==> src/rtl/wp_encode.sv <==
// ---------------------------------------------------------------------------
// wp_encode: registered 8-to-3 priority encoder.
//
// Parameters
//   MSB_PRIORITY  1 = highest set Din index wins, 0 = lowest set index wins
//
// Ports
//   clk    in   1  sole clock, all state updates on rising edge
//   rst    in   1  synchronous active-high reset, overrides en/Din
//   en     in   1  encode enable; when low the outputs go idle next edge
//   Din    in   8  request vector, bit i = request for code i
//   Dout   out  3  registered index of the winning request (0 when idle)
//   valid  out  1  registered, high when Dout holds a real code
//   multi  out  1  registered, high when more than one request was set
// ---------------------------------------------------------------------------
module wp_encode #(
    parameter int MSB_PRIORITY = 1
) (
    input  logic       clk,
    input  logic       rst,
    input  logic       en,
    input  logic [7:0] Din,
    output logic [2:0] Dout,
    output logic       valid,
    output logic       multi
);

    logic [2:0] dout_d,  dout_q;
    logic       valid_d, valid_q;
    logic       multi_d, multi_q;

    always_comb begin
        dout_d  = '0;
        valid_d = 1'b0;
        multi_d = 1'b0;
        if (en && (Din != '0)) begin
            valid_d = 1'b1;
            // Clearing the lowest set bit leaves something only if >1 bit set.
            multi_d = ((Din & (Din - 8'd1)) != '0);
            if (MSB_PRIORITY != 0) begin
                // Ascending scan: the last hit, i.e. the highest index, sticks.
                for (int unsigned i = 0; i < 8; i++) begin
                    if (Din[i]) dout_d = i[2:0];
                end
            end else begin
                // Descending scan: the last hit, i.e. the lowest index, sticks.
                for (int unsigned i = 0; i < 8; i++) begin
                    if (Din[7-i]) dout_d = 3'(7 - i);
                end
            end
        end
    end

    always_ff @(posedge clk) begin
        if (rst) begin
            dout_q  <= '0;
            valid_q <= 1'b0;
            multi_q <= 1'b0;
        end else begin
            dout_q  <= dout_d;
            valid_q <= valid_d;
            multi_q <= multi_d;
        end
    end

    assign Dout  = dout_q;
    assign valid = valid_q;
    assign multi = multi_q;

endmodule

==> config.mk <==
export PLATFORM = sky130hd
export DESIGN_NAME = wp_encode
export DESIGN_NICKNAME = d
export VERILOG_FILES = /design/src/rtl/wp_encode.sv
export SDC_FILE = /design/constraint.sdc
export NUM_CORES = 1
export LEC_CHECK = 0
export CAP_MARGIN = 20
export CELL_PAD_IN_SITES_DETAIL_PLACEMENT = 0
export CELL_PAD_IN_SITES_GLOBAL_PLACEMENT = 1
export CORE_AREA = 4 4 41 43
export CTS_CLUSTER_SIZE = 24
export DETAILED_ROUTE_END_ITERATION = 12
export DIE_AREA = 0 0 45 47
export HOLD_SLACK_MARGIN = 0.15
export PLACE_DENSITY_LB_ADDON = 0.1
export SKIP_LAST_GASP = 1
export SLEW_MARGIN = 25
export SYNTH_ARGS = -nofsm -noshare
export SYNTH_HDL_FRONTEND = slang
export SYNTH_SLANG_ARGS = --single-unit
==> constraint.sdc <==
create_clock -name clk -period 3 [get_ports clk]
set_clock_uncertainty 0.2 [all_clocks]
set_input_delay 0.75 -clock clk [delete_from_list [all_inputs] [get_ports clk]]
set_output_delay 0.75 -clock clk [all_outputs]
set_load 0.02 [all_outputs]
==> metrics.yaml, run 1 <==
cp.buffers_inverters: 1
dp.cells: 60
synth_area_um2: 234
end_kind: "output pin"
grt_pass1_wl_um: 924
vias: 274
crit_path_start: "valid$_SDFF_PP0_"
h-tree-depth: 1
drt_iter0_drc: 4
grt_max_degree: 6
power_leakage_nw: 0.168
cts_tree: "built"
clock_sinks: 5
critical_path.top_delay_family: "buffers and inverters"
die-area_um2: 2120
worst_slew_pin_slew_ps: 318
multi_input_area_um2: 126
crit_chain: "clkdlybuf4s50_1"
drc_errors: 0
yosys_warnings: 0
final_core_util: 0.330
final_common_cell: "clkdlybuf4s50_1"
start_util: 0.180
grtUsageTotal: 0.0633
critPathKind: "flop to output pin"
die_x_um: 45
port_buffers: 15
die_h_um: 47
cts_resized: 0
core_area_um2: 1300
grt_pass1_vias: 242
ir_drop_mv: 0.154
final_cell_mix: "clkdlybuf4s50_1, dfxtp_1, a21oi_1"
synth_cell_types: 12
fin_crit_ps: 2080
wl_um: 580
firstDrtPassIters: 2
cts.clk_slew.worst_paths_ps: 40
root_buffer: "clkbuf_4"
critical_path_peak_fanout: 1
place.gp.congestion: 0.715
clock_path_buffers: 2
critical-path-slowest-cell: "clkdlybuf4s50_1"
synth_area_leaders: "dfxtp_1, a21oi_1, a211oi_1"
ant_nets: 0
power.density_nw_per_um2: 437
post_drt_via_cell_ratio: 4.28
hold_violations: 0
final-seq-area_um2: 100
p_total_uw: 187
io-pin-count: 16
cp-start-kind: "flop"
grt_overflow_total: 0
synth_top_cell_by_area: "dfxtp_1"
final_nets: 61
wl_per_cell_um: 9.06
worstHoldStart: "Din[7]"
crit_required_ps: 2050
drive_gt1_frac: 0.0816
cap_violations: 0
crit_path_max_incr_delay_ps: 590
fmax_ghz: 0.481
num-fill-cells: 157
cp.arrival_ps: 1130
finalSetupTns_ps: 0
post-cts-setup-buffer-count: 0
core.rowCount: 13
relSlewSlack: 0.786
rsz0062_at_grt: "false"
maxSlewViolCount: 0
layout.cells.non_filler: 64
ys_ff_latch: 5
setup_viol: 0
post-route-period-util: 0.693
num_antenna_cells: 0
seq_area_frac_synth: 0.428
syn-instance-count: 30
status: "complete, no violations"
synthDominantCellAreaShare: 0.428
avgSynthCellArea_um2: 7.80
area_growth_pct: 83.4
hold_class: "input pin to flop"
syn_nets: 41
hold_ws_ps: 967
antenna_found_initial: 0
cts_hold_buf: 0
numCtsBuffers: 3
## state kept, by name, summed over array words and instances, names as in the netlist
signal / flops
multi: 1
Dout: 3
valid: 1
## per-stage QoR
stage | instance area, um2 | worst slack (ps)
after detailed placement | 403 | 785
final | 429 | 920
after global routing | 429 | 876
after global placement | 403 | 810
after CTS | 429 | 907
after floorplan | 234 | 1370
## cell type report
class / count / share of cell area
clock buffers: 4 / 0.0612
inverters: 2 / 0.0175
multi-input cells: 23 / 0.294
flip-flops and latches: 5 / 0.233
well taps: 15 / 0.0437
repair buffers: 15 / 0.350
## path summary, 6_finish.rpt
check	endpoint	slack, ps	cells after the start
setup / recovery	valid	920	1
hold / removal	Dout[0]$_SDFF_PP0_	970	3
## report_power, final
part           total, mW  switching (mW)  internal (mW)
logic             0.0402          0.0180         0.0222
registers         0.0713        0.000816         0.0705
clock network     0.0759          0.0257         0.0502
total              0.187          0.0445          0.143
## Yosys cell counts (all sizes together)
cell    instances
a21oi           5
nand2b          2
o21bai          1
a211oi          3
dfxtp           5
a31oi           1
inv             2
nor2            4
nor4            1
nand2           4
o21ai           2
## cell families after synthesis
group | synth area share
AOI/OAI and AO/OA | 0.305
buffers and inverters | 0.0321
DFF | 0.428
and+or+nand+nor | 0.235
## routing by layer
layer / global-route usage / vias up / wire [um]
met5: 0 / - / 0
met3: 0.0230 / 0 / 82
met2: 0.0932 / 14 / 258
met1: 0.0732 / 113 / 239
met4: 0.0526 / 0 / 0
li1: - / 147 / -
No activity file was read; power rests on OpenSTA's default activity.
==> run 2, diff against run 1 <==
==> constraint.sdc (replaced) <==
create_clock -name clk -period 2.2 [get_ports clk]
set_clock_uncertainty 0.2 [all_clocks]
set_input_delay 0.55 -clock clk [delete_from_list [all_inputs] [get_ports clk]]
set_output_delay 0.55 -clock clk [all_outputs]
set_load 0.02 [all_outputs]
==> metrics.yaml, run 2 (synthesis results as in run 1) <==
final_core_util: 0.330
clock_sinks: 5
cp.arrival_ps: 1130
post-route-period-util: 0.853
fin_crit_ps: 1880
fmax_ghz: 0.533
setup_viol: 0
wl_um: 590
cp-start-kind: "flop"
area_growth_pct: 83.4
io-pin-count: 16
port_buffers: 15
grt_overflow_total: 0
ir_drop_mv: 0.152
hold_class: "input pin to flop"
rsz0062_at_grt: "false"
power.density_nw_per_um2: 593
largest_reg_flops: 3
critical-path-slowest-cell: "clkdlybuf4s50_1"
critical_path.top_delay_family: "buffers and inverters"
die_x_um: 45
wl_per_cell_um: 9.22
firstDrtPassIters: 4
cts_resized: 0
final_common_cell: "clkdlybuf4s50_1"
end_kind: "output pin"
die_h_um: 47
root_buffer: "clkbuf_4"
numCtsBuffers: 3
critical_path_peak_fanout: 1
post_drt_via_cell_ratio: 4.20
relSlewSlack: 0.796
start_util: 0.180
place_ws_ps: 163
cts.clk_slew.worst_paths_ps: 40
cap_violations: 0
final-seq-area_um2: 100
worst_slew_pin_slew_ps: 304
grt_pass1_wl_um: 828
cts_tree: "built"
num-fill-cells: 163
final_nets: 61
core_area_um2: 1300
grt_pass1_vias: 228
dp.cells: 60
multi_input_area_um2: 126
crit_required_ps: 1450
cp.buffers_inverters: 1
crit_path_max_incr_delay_ps: 590
num_antenna_cells: 0
maxSlewViolCount: 0
ant_nets: 0
crit_chain: "clkdlybuf4s50_1"
final_cell_mix: "clkdlybuf4s50_1, dfxtp_1, a21oi_1"
grtUsageTotal: 0.0593
antenna_found_initial: 0
finalSetupTns_ps: 0
clock_path_buffers: 2
vias: 269
p_total_uw: 255
layout.cells.non_filler: 64
drc_errors: 0
place.gp.congestion: 0.713
drt_iter0_drc: 3
h-tree-depth: 1
critPathKind: "flop to output pin"
die-area_um2: 2120
power_leakage_nw: 0.168
cts_hold_buf: 0
drive_gt1_frac: 0.0816
fin_ws_ps: 323
post-cts-setup-buffer-count: 0
hold_violations: 0
grt_max_degree: 6
status: "complete, no violations"
core.rowCount: 13
## run 2: cell counts in the layout (fill, tap and decap cells not counted)
Identical to the previous run, type by type.
## run 2: power by group
group	internal (mW)	total [mW]	switching [mW]
Clock	0.0684	0.103	0.0343
Sequential	0.0961	0.0971	0.00103
Combinational	0.0303	0.0549	0.0246
Total	0.195	0.255	0.0599
## run 2: area by class of cell
class / instances / area share
Sequential cell: 5 / 0.233
Inverter: 2 / 0.0175
Clock buffer: 4 / 0.0612
Multi-Input combinational cell: 23 / 0.294
Timing Repair Buffer: 15 / 0.350
Tap cell: 15 / 0.0437
## run 2: per-stage QoR
| stage | hold WS (ps) | instance area, um2 |
|---|---|---|
| 5_1_grt | 794 | 429 |
| 2_1_floorplan | 479 | 234 |
| 4_1_cts | 748 | 429 |
| 3_3_place_gp | 1010 | 403 |
| 6_report | 755 | 429 |
| 3_5_place_dp | 1000 | 403 |
## run 2: path summary, 6_finish.rpt
kind / start / to / slack [ps] / cells after the start
max: Dout[1]$_SDFF_PP0_ / Dout[1] / 320 / 1
min: Din[7] / Dout[0]$_SDFF_PP0_ / 750 / 3
## run 2: layer usage
metal | vias up | global-route usage | wire length (um)
met5 | - | 0 | 0
met4 | 0 | 0.0702 | 0
met3 | 0 | 0.0230 | 73
met2 | 12 | 0.0876 | 264
met1 | 112 | 0.0592 | 252
li1 | 145 | - | -
==> run 3, diff against run 2 <==
--- a/config.mk
+++ b/config.mk
@@ -12,6 +12,7 @@
 export CTS_CLUSTER_SIZE = 24
 export DETAILED_ROUTE_END_ITERATION = 12
 export DIE_AREA = 0 0 45 47
+export GPL_TIMING_DRIVEN = 0
 export HOLD_SLACK_MARGIN = 0.15
 export PLACE_DENSITY_LB_ADDON = 0.1
 export SKIP_LAST_GASP = 1
==> metrics.yaml, run 3 (synthesis results as in run 1) <==
setup_viol: 0
clock_path_buffers: 2
relSlewSlack: 0.762
cts.clk_slew.worst_paths_ps: 40
hold_class: "input pin to flop"
critical_path.top_delay_family: "buffers and inverters"
cts_resized: 0
hold_violations: 0
crit_path_max_incr_delay_ps: 590
end_kind: "output pin"
cp.buffers_inverters: 1
place.gp.congestion: 0.719
grt_pass1_wl_um: 972
crit_required_ps: 1450
root_buffer: "clkbuf_4"
cp-start-kind: "flop"
drive_gt1_frac: 0.0816
post_drt_via_cell_ratio: 4.25
die-area_um2: 2120
cts_tree: "built"
cap_violations: 0
worst_slew_pin_slew_ps: 354
core.rowCount: 13
start_util: 0.180
wl_met2_um: 308
core_area_um2: 1300
critical_path_peak_fanout: 1
holdPathEnd: "Dout[0]$_SDFF_PP0_"
maxSlewViolCount: 0
status: "complete, no violations"
ir_drop_mv: 0.118
grt_pass1_vias: 253
power_leakage_nw: 0.168
rsz0062_at_grt: "false"
grt_overflow_total: 0
hpwl_um: 525
grt_max_degree: 6
grtUsageTotal: 0.0687
layout.cells.non_filler: 64
finalSetupTns_ps: 0
num-fill-cells: 156
worstHoldStart: "Din[7]"
cp.arrival_ps: 1130
final_cell_mix: "clkdlybuf4s50_1, dfxtp_1, a21oi_1"
place_ws_ps: 134
numCtsBuffers: 3
die_h_um: 47
met1Wirelength_um: 225
clock_sinks: 5
cts_hold_buf: 0
vias: 272
wl_met3_um: 71
drt_iter0_drc: 4
routed.top_layer: "met3"
ant_nets: 0
wl_um: 606
dp.cells: 60
wl_per_cell_um: 9.47
io-pin-count: 16
final_nets: 61
largest_reg_flops: 3
fmax_ghz: 0.532
antenna_found_initial: 0
h-tree-depth: 1
hold_depth: 3
critPathKind: "flop to output pin"
p_total_uw: 255
post-route-period-util: 0.854
fin_crit_ps: 1880
final_common_cell: "clkdlybuf4s50_1"
die_x_um: 45
num_antenna_cells: 0
power.density_nw_per_um2: 594
hold_ws_ps: 755
post-cts-setup-buffer-count: 0
firstDrtPassIters: 2
fin_ws_ps: 321
area_growth_pct: 83.4
port_buffers: 15
crit_chain: "clkdlybuf4s50_1"
critical-path-slowest-cell: "clkdlybuf4s50_1"
drc_errors: 0
[run 3: report_power, final]
part           switching, mW  internal [mW]  total, mW  leakage [nW]
clock                 0.0344         0.0684      0.103        0.0150
sequential           0.00106         0.0961     0.0972        0.0415
combinational         0.0247         0.0303     0.0550         0.111
total                 0.0602          0.195      0.255         0.168
[run 3: final cells by class]
cell class | instances | area [um2] | share of cell area
timing repair buffer | 15 | 150 | 0.350
clock buffer | 4 | 26.3 | 0.0612
multi-input combinational | 23 | 126 | 0.294
sequential | 5 | 100 | 0.233
inverter | 2 | 7.51 | 0.0175
tap | 15 | 18.8 | 0.0437
[run 3: worst max-delay path by stage]
stage | cells past startpoint | end | startpoint
after global routing | 1 | valid | valid$_SDFF_PP0_
after CTS | 1 | Dout[1] | Dout[1]$_SDFF_PP0_
final | 1 | Dout[1] | Dout[1]$_SDFF_PP0_
after detailed placement | 5 | multi$_SDFF_PP0_ | Din[2]
after global placement | 5 | multi$_SDFF_PP0_ | Din[2]
after floorplan | 4 | multi$_SDFF_PP0_ | Din[2]
[run 3: per-stage QoR]
stage          utilization  cell area, um2
3_5_place_dp         0.310             403
3_3_place_gp         0.310             403
6_report             0.330             429
2_1_floorplan            -             234
4_1_cts              0.330             429
5_1_grt              0.330             429
[run 3: routing by layer]
metal	vias up	track usage
met1	114	0.0682
met4	0	0.0702
met3	0	0.0345
met5	-	0
met2	12	0.102
li1	146	-
